### config.mk
export PLATFORM = sky130hd
export DESIGN_NAME = adder_tree_accumulator
export DESIGN_NICKNAME = d
export VERILOG_FILES = /design/src/rtl/adder_tree_accumulator.sv
export SDC_FILE = /design/constraint.sdc
export NUM_CORES = 1
export LEC_CHECK = 0
export BUFFER_PORTS_ARGS = -buffer_cell sky130_fd_sc_hd__buf_4
export CORE_AREA = 2 2 108 110
export CTS_BUF_LIST = sky130_fd_sc_hd__clkbuf_4 sky130_fd_sc_hd__clkbuf_8
export CTS_CLUSTER_DIAMETER = 120
export DETAILED_ROUTE_END_ITERATION = 10
export DIE_AREA = 0 0 110 112
export PLACE_DENSITY = 0.78
export SLEW_MARGIN = 40
export SYNTH_ARGS = -nofsm -noshare
export SYNTH_HDL_FRONTEND = slang
export SYNTH_SLANG_ARGS = --single-unit
### constraint.sdc
create_clock -name clk -period 3.8 [get_ports clk]
set_input_delay 0.76 -clock clk [delete_from_list [all_inputs] [get_ports clk]]
set_output_delay 0.76 -clock clk [all_outputs]
set_load 0.01 [all_outputs]
### src/rtl/adder_tree_accumulator.sv
// Accumulates the adder tree's final sum over a beat sequence delimited by last,
// with signed saturation, a one-deep pending slot and a registered stall to the feeder.
module adder_tree_accumulator #(
    parameter int ACC_BW   = 32,
    parameter int TREE_LAT = 2,
    parameter int CNT_BW   = 8
) (
    input  logic              clk,
    input  logic              rst,
    input  logic              tree_valid_in,
    input  logic              tree_last_in,
    input  logic [ACC_BW-1:0] tree_sum,
    output logic              stall,
    output logic [ACC_BW-1:0] out_data,
    output logic [CNT_BW-1:0] out_cnt,
    output logic              out_sat,
    output logic              out_valid,
    input  logic              out_ready,
    output logic              drop_err
);

    localparam logic [ACC_BW:0] SUM_MAX = {2'b00, {(ACC_BW-1){1'b1}}};
    localparam logic [ACC_BW:0] SUM_MIN = {2'b11, {(ACC_BW-1){1'b0}}};

    logic [TREE_LAT-1:0] r_vld_dly;
    logic [TREE_LAT-1:0] r_last_dly;

    logic [ACC_BW-1:0] r_acc, w_acc_next;
    logic [CNT_BW-1:0] r_cnt, w_cnt_next;
    logic              r_sat, w_sat_next;
    logic              r_pend, w_pend_next;
    logic [ACC_BW-1:0] r_out_data, w_out_data_next;
    logic [CNT_BW-1:0] r_out_cnt, w_out_cnt_next;
    logic              r_out_sat, w_out_sat_next;
    logic              r_out_valid, w_out_valid_next;
    logic              r_drop_err, w_drop_err_next;
    logic              r_stall, w_stall_next;

    logic              w_a_valid;
    logic              w_a_last;
    logic              w_drain;
    logic [ACC_BW:0]   w_sum_ext;
    logic              w_ovf;
    logic [ACC_BW-1:0] w_beat_acc;
    logic [CNT_BW-1:0] w_beat_cnt;
    logic              w_beat_sat;

    // Sideband delay line; last is stored pre-qualified by valid.
    always_ff @(posedge clk) begin
        if (rst) begin
            r_vld_dly[0]  <= 1'b0;
            r_last_dly[0] <= 1'b0;
        end else begin
            r_vld_dly[0]  <= tree_valid_in;
            r_last_dly[0] <= tree_valid_in & tree_last_in;
        end
    end

    generate
        for (genvar gi = 1; gi < TREE_LAT; gi++) begin : g_dly
            always_ff @(posedge clk) begin
                if (rst) begin
                    r_vld_dly[gi]  <= 1'b0;
                    r_last_dly[gi] <= 1'b0;
                end else begin
                    r_vld_dly[gi]  <= r_vld_dly[gi-1];
                    r_last_dly[gi] <= r_last_dly[gi-1];
                end
            end
        end
    endgenerate

    assign w_a_valid = r_vld_dly[TREE_LAT-1];
    assign w_a_last  = r_last_dly[TREE_LAT-1];
    assign w_drain   = r_out_valid & out_ready;

    // One extra bit of headroom; top two bits disagreeing means the sum left the range.
    always_comb begin
        if (r_cnt == '0)
            w_sum_ext = {tree_sum[ACC_BW-1], tree_sum};
        else
            w_sum_ext = {r_acc[ACC_BW-1], r_acc} + {tree_sum[ACC_BW-1], tree_sum};
        w_ovf = w_sum_ext[ACC_BW] ^ w_sum_ext[ACC_BW-1];
        if (!w_ovf)
            w_beat_acc = w_sum_ext[ACC_BW-1:0];
        else if (w_sum_ext[ACC_BW])
            w_beat_acc = SUM_MIN[ACC_BW-1:0];
        else
            w_beat_acc = SUM_MAX[ACC_BW-1:0];
        w_beat_sat = ((r_cnt == '0) ? 1'b0 : r_sat) | w_ovf;
        w_beat_cnt = (r_cnt == '1) ? r_cnt : r_cnt + CNT_BW'(1);
    end

    always_comb begin
        w_acc_next       = r_acc;
        w_cnt_next       = r_cnt;
        w_sat_next       = r_sat;
        w_pend_next      = r_pend;
        w_out_data_next  = r_out_data;
        w_out_cnt_next   = r_out_cnt;
        w_out_sat_next   = r_out_sat;
        w_out_valid_next = r_out_valid & ~out_ready;
        w_drop_err_next  = r_drop_err;

        if (r_pend) begin
            // Any beat arriving while a result is parked is lost.
            if (w_a_valid)
                w_drop_err_next = 1'b1;
            if (w_drain) begin
                w_out_data_next  = r_acc;
                w_out_cnt_next   = r_cnt;
                w_out_sat_next   = r_sat;
                w_out_valid_next = 1'b1;
                w_acc_next       = '0;
                w_cnt_next       = '0;
                w_sat_next       = 1'b0;
                w_pend_next      = 1'b0;
            end
        end else if (w_a_valid) begin
            if (w_a_last && (!r_out_valid || w_drain)) begin
                w_out_data_next  = w_beat_acc;
                w_out_cnt_next   = w_beat_cnt;
                w_out_sat_next   = w_beat_sat;
                w_out_valid_next = 1'b1;
                w_acc_next       = '0;
                w_cnt_next       = '0;
                w_sat_next       = 1'b0;
            end else begin
                w_acc_next  = w_beat_acc;
                w_cnt_next  = w_beat_cnt;
                w_sat_next  = w_beat_sat;
                w_pend_next = w_a_last;
            end
        end

        w_stall_next = w_out_valid_next | w_pend_next;
    end

    always_ff @(posedge clk) begin
        if (rst) begin
            r_acc       <= '0;
            r_cnt       <= '0;
            r_sat       <= 1'b0;
            r_pend      <= 1'b0;
            r_out_data  <= '0;
            r_out_cnt   <= '0;
            r_out_sat   <= 1'b0;
            r_out_valid <= 1'b0;
            r_drop_err  <= 1'b0;
            r_stall     <= 1'b0;
        end else begin
            r_acc       <= w_acc_next;
            r_cnt       <= w_cnt_next;
            r_sat       <= w_sat_next;
            r_pend      <= w_pend_next;
            r_out_data  <= w_out_data_next;
            r_out_cnt   <= w_out_cnt_next;
            r_out_sat   <= w_out_sat_next;
            r_out_valid <= w_out_valid_next;
            r_drop_err  <= w_drop_err_next;
            r_stall     <= w_stall_next;
        end
    end

    assign stall     = r_stall;
    assign out_data  = r_out_data;
    assign out_cnt   = r_out_cnt;
    assign out_sat   = r_out_sat;
    assign out_valid = r_out_valid;
    assign drop_err  = r_drop_err;

endmodule

==> results.txt, run 1 <==
Int Power: 1.39 mW
Synthesized Nets: 824
Clk sinks: 90
Vias in the first global route: 5795
Layout Skew: 0.0129 ns
Async set-reset flop share out of synthesis: 0%
GRT Util Overall: 29.3%
Seq pwr share: 48.6%
Synthesized cell area: 6040 um2
Combinational share of power: 20.7%
Htree depth: 3
Worst Path Required: 4.10 ns
Max Clock Freq: 295 MHz
Switching part of the total power: 30.9%
Total grt overflow: 0
Clock buffer depth: 2
Pwr dens: 291 nW/um2
Slew @ Worst Pin: 0.756 ns
RSZ-0062 raised after global routing: no
Post-Route WL: 17300 um
GPL Wtd Cong: 0.943
Antenna viol nets, final: 0
Initial Utilization: 54.0%
Crit path DAT: 3.70 ns
HPWL after DPL: 12800 um
Final hold vios: 0
CP startpoint kind: input port
Ys flop type: dfxtp_1
Slew headroom: 49.5%
Num rows: 39
Clock power frac: 30.8%
Drt wl/cell: 18.1 um
Initial drt markers: 409
Outcome: finished clean
Post-layout nets: 883
Switch Pwr: 0.620 mW
Register area share after synthesis: 29.8%
Share of cells above drive strength 1: 21.1%
CTS Hold Buffers Added: 0
#FFs+latches synth: 90
GRT met2 Usage: 45.9%
Clock Tree Root: clkbuf_8
Die footprint: 12300 um2
Worst VDD drop: 0.246 mV
Met3 Use GR: 3.92%
Number of synthesized flops with an enable pin: 0
Critical path class: in2reg
Yosys warns: 0
Total number of vias: 5936
Layout area overhead: 14.5%
Distinct cell type count after synthesis: 67
DRT Pass-1 Iters: 5
Num CTS Buffers: 9
Max-slew violation count: 0
Critical Path Fanout Max: 4
Io pins: 81
Util after Layout: 61.9%
Setup violators final: 0
Min-Delay Path Class: reg2reg
Leak Pwr: 2.85 nW
Grt peak-use layer: met2
Core Box Area: 11200 um2
Input/output buffers: 80
Initial antenna violation count: 0
Max-cap violations: 0
Final Cycle Share: 89.3%
Clock latency on the worst-skew pair: 0.38 ns
Clock transition at path regs: 0.09 ns
Synth Area per Inst: 8.03 um2
Setup TNS: 0 ns
TritonCTS clock tree: done
Worst setup EP type: flop
Postcts setup bufs: 0
Die width: 110 um
GR Util met1: 41.2%
Die height: 112 um
Largest net degree at the start of global routing: 55
Resize count post-CTS: 0
Final worst path period need: 3.39 ns
# diodes: 0
Vias per Instance: 6.19
First-pass GRT wire length: 28600 um
DRC viols: 0
Mapped Cells: 752
[worst max-delay path: stages]
cell and delay, ns:
buf_4 0.13, ha_1 0.24, inv_1 0.08, fa_1 0.20, nor2b_1 0.08, o31ai_1 0.30, a31oi_1 0.23, or4_1 0.57
a211oi_1 0.27, buf_4 0.18, o21ai_0 0.11, xor2_1 0.22, o221ai_2 0.13, a211oi_2 0.19
[area by class of cell]
class | instances | area, um2
Multi-Input combinational cell | 593 | 3930
Clock buffer | 10 | 138
Tap cell | 143 | 179
Clock inverter | 6 | 40.0
Fill cell | 994 | 4260
Timing Repair Buffer | 101 | 771
Inverter | 16 | 60.1
Sequential cell | 90 | 1800
[power by group through the flow]
stage          Combinational [mW]  Clock, mW  Sequential, mW
4_1_cts                     0.410      0.626           0.976
3_5_place_dp                0.408          0           0.998
5_1_grt                     0.457      0.665           0.979
2_1_floorplan               0.293          0           0.995
3_3_place_gp                0.403          0           0.996
6_report                    0.415      0.618           0.976
[kinds of logic after synthesis]
| group | Yosys count | share of synthesized area (%) |
|---|---|---|
| compound gates | 280 | 33.6 |
| simple gates | 250 | 19.8 |
| flops | 90 | 29.8 |
| buf+inv | 69 | 5.33 |
| fa+ha+maj | 35 | 7.38 |
| xor+xnor | 27 | 3.92 |
| mux | 1 | 0.166 |
[placed cells by master (no fill, tap or decap), drive strengths merged, types with 3 or more instances in the layout]
| cell type | n |
|---|---|
| nand2 | 74 |
| nand4 | 7 |
| o21a | 7 |
| nand2b | 5 |
| a21boi | 4 |
| nor2b | 7 |
| clkinv | 4 |
| o221ai | 18 |
| a211oi | 31 |
| a211o | 5 |
| o211ai | 8 |
| inv | 17 |
| o21bai | 5 |
| nor4b | 4 |
| o21ai | 69 |
| or4 | 3 |
| and2 | 8 |
| o22ai | 19 |
| o211a | 3 |
| dfxtp | 90 |
| nor2 | 68 |
| a21o | 8 |
| nor3 | 19 |
| or2 | 8 |
| buf | 101 |
| xnor2 | 15 |
| nand3 | 16 |
| clkbuf | 10 |
| and3 | 15 |
| or3 | 9 |
| a311oi | 5 |
| ha | 34 |
| xor2 | 12 |
| a31oi | 6 |
| a2111oi | 3 |
| a21oi | 75 |
[worst paths after layout]
path,from,to,slack [ns],depth (start not counted)
worst max-delay path,tree_sum[0],out_data[26],0.41,14
worst min-delay path,r_last_dly[0],w_a_last,0.45,1
worst max register to register,r_acc[0],out_data[4],0.53,12
worst min register to register,r_last_dly[0],w_a_last,0.45,1
[state kept, by name, summed over array words and instances, names as in the netlist]
name,count
out_data,32
r_acc,32
out_cnt,8
r_cnt,8
drop_err,1
out_sat,1
out_valid,1
r_last_dly,1
r_pend,1
r_sat,1
r_vld_dly,1
stall,1
w_a_last,1
w_a_valid,1
[metrics by stage]
stage / instance area, um2 / instances / worst slack (ns) / power (mW) / hold slack [ns]
2_1_floorplan: 6040 / 752 / 0.536 / 1.29 / 0.414
4_1_cts: 6910 / 959 / 0.435 / 2.01 / 0.449
5_1_grt: 6910 / 959 / 0.168 / 2.10 / 0.468
6_report: 6910 / 959 / 0.406 / 2.01 / 0.447
3_3_place_gp: 6740 / 943 / 0.202 / 1.40 / 0.419
3_5_place_dp: 6740 / 943 / 0.0404 / 1.41 / 0.427
[per-layer routing]
| metal | part of all wire, % | up-vias |
|---|---|---|
| li1 | - | 2904 |
| met1 | 46 | 2821 |
| met2 | 47 | 189 |
| met3 | 5.6 | 22 |
| met4 | 1.7 | 0 |
| met5 | 0 | - |
[cells in the mapped netlist (all sizes together), types with 4 or more instances]
cell type  count  area (um2)
a21o           8        60.1
clkbuf        41         155
nor3          19        95.1
and3          15        93.8
a211oi        31         338
nand4          7        43.8
buf           12         106
nand2         74         278
a31oi          6        52.6
or2            8        52.6
a21boi         4        30.0
o21bai         5        37.5
o211ai         8        70.1
nor2          68         258
inv           16        60.1
xnor2         15         131
a211o          5        43.8
nand2b         5        31.3
nand3         16        80.1
a311oi         5        43.8
nor2b          7        43.8
ha            34         425
o22ai         19         119
o21a           7        60.1
xor2          12         105
and2           8        50.1
nor4b          4        35.0
dfxtp         90        1800
or3            9        56.3
o21ai         69         349
a21oi         75         375
o221ai        18         270
No activity file was read; power rests on OpenSTA's default activity.
==> inputs of run 2 (changes only) <==
- REMOVE_ABC_BUFFERS: unset -> 1
==> results.txt, run 2 (synthesis results as in run 1) <==
Clk sinks: 90
Fillers: 997
Final Cycle Share: 94.1%
Worst Hold Depth: 1
Reg2reg end: out_data[30]
Placed Area: 6780 um2
GPL Wtd Cong: 0.925
Resize count post-CTS: 0
# diodes: 0
Leading cell type in the layout, fill and taps excluded: buf_4
Slew @ Worst Pin: 0.673 ns
Layout Skew: 0.00873 ns
Die footprint: 12300 um2
Num rows: 39
CP startpoint kind: input port
RSZ-0062 raised after global routing: no
Share of cells above drive strength 1: 21.8%
Reg-to-reg startpoint: r_acc[0]
Slew headroom: 55.2%
Min-Delay Startpoint: r_last_dly[0]
Total number of vias: 6033
Antenna viol nets, final: 0
Setup violators final: 0
DRT Pass-1 Iters: 5
Max-cap violations: 0
Clock buffer depth: 2
Outcome: finished clean
Post-layout nets: 889
Setup TNS: 0 ns
Max Clock Freq: 280 MHz
Layout area overhead: 16.1%
DRC viols: 0
Initial antenna violation count: 0
Final hold vios: 0
Fin Hold WS: 0.443 ns
Worst setup EP type: flop
Critical path class: in2reg
Pwr dens: 308 nW/um2
Total grt overflow: 0
Clock latency on the worst-skew pair: 0.39 ns
Input/output buffers: 80
WHS Endpoint: w_a_last
Crit path DAT: 3.88 ns
Drt wl/cell: 18.3 um
Largest net degree at the start of global routing: 52
Max-slew violation count: 0
Min-Delay Path Class: reg2reg
Vias in the first global route: 5661
First-pass GRT wire length: 28400 um
Initial drt markers: 441
Num CTS Buffers: 9
Worst VDD drop: 0.346 mV
Sequential Area: 1800 um2
Postcts setup bufs: 0
Core Box Area: 11200 um2
R2R cell count: 13
Critical Path Fanout Max: 4
Initial Utilization: 54.0%
Io pins: 81
FF-to-FF setup slack: 0.39 ns
Worst Path Required: 4.11 ns
Finished Cell Area: 7010 um2
Die width: 110 um
Post-Route WL: 17700 um
CTS Hold Buffers Added: 0
Most used cells in the layout excluding fill and tap cells: buf_4 (106), dfxtp_1 (90), a21oi_1 (75)
GRT Util Overall: 29.3%
Setup ws final: 0.224 ns
Final worst path period need: 3.58 ns
HPWL after DPL: 13100 um
Leak Pwr: 2.89 nW
Clock Tree Root: clkbuf_8
TritonCTS clock tree: done
Htree depth: 3
Clock transition at path regs: 0.09 ns
Die height: 112 um
Vias per Instance: 6.25
DP Worst Slack: -0.0403 ns
Multi-input logic area: 3930 um2
run 2: layout make-up:
| type | count | area share (%) |
|---|---|---|
| flip-flops and latches | 90 | 25.7 |
| multi-input cells | 593 | 56.0 |
| well taps | 143 | 2.55 |
| clock inverters | 6 | 1.27 |
| repair buffers | 107 | 11.6 |
| inverters | 16 | 0.857 |
| clock buffers | 10 | 1.96 |
run 2: worst max path at each step:
stage	from	endpoint	slack [ns]
2_1_floorplan	tree_sum[22]	out_data[3]	-0.32
3_3_place_gp	tree_sum[0]	out_data[30]	0.02
3_5_place_dp	tree_sum[0]	out_data[30]	-0.04
4_1_cts	tree_sum[0]	out_data[30]	0.32
5_1_grt	tree_sum[0]	out_data[30]	0.12
6_report	tree_sum[0]	out_data[30]	0.22
run 2: per-layer routing:
metal / global-route usage, % / part of all wire, % / vias to the layer above
li1: - / - / 2910
met1: 39.7 / 45 / 2866
met2: 46.5 / 47 / 229
met3: 5.68 / 6.7 / 28
met4: 9.54 / 1.9 / 0
met5: 0 / 0 / -
run 2: power breakdown:
part           leakage (nW)  total (mW)  internal, mW  switching [mW]
sequential            0.728       0.976         0.961          0.0145
clock                 0.109       0.757         0.389           0.368
combinational          2.05       0.426         0.177           0.250
run 2: worst max-delay path: stages:
cell,delay [ns]
buf_4,0.12
ha_1,0.23
inv_1,0.08
fa_1,0.21
nor2b_1,0.08
o31ai_1,0.39
a31oi_1,0.25
or4_1,0.63
a211oi_1,0.26
buf_4,0.17
o31ai_1,0.12
xor2_1,0.25
o221ai_2,0.13
a211oi_2,0.19
run 2: through the flow:
step	utilization (%)	power, mW	cells
5_1_grt	62.7	2.25	965
3_5_place_dp	60.7	1.41	949
6_report	62.7	2.16	965
2_1_floorplan	-	1.26	699
3_3_place_gp	60.7	1.41	949
4_1_cts	62.7	2.16	965
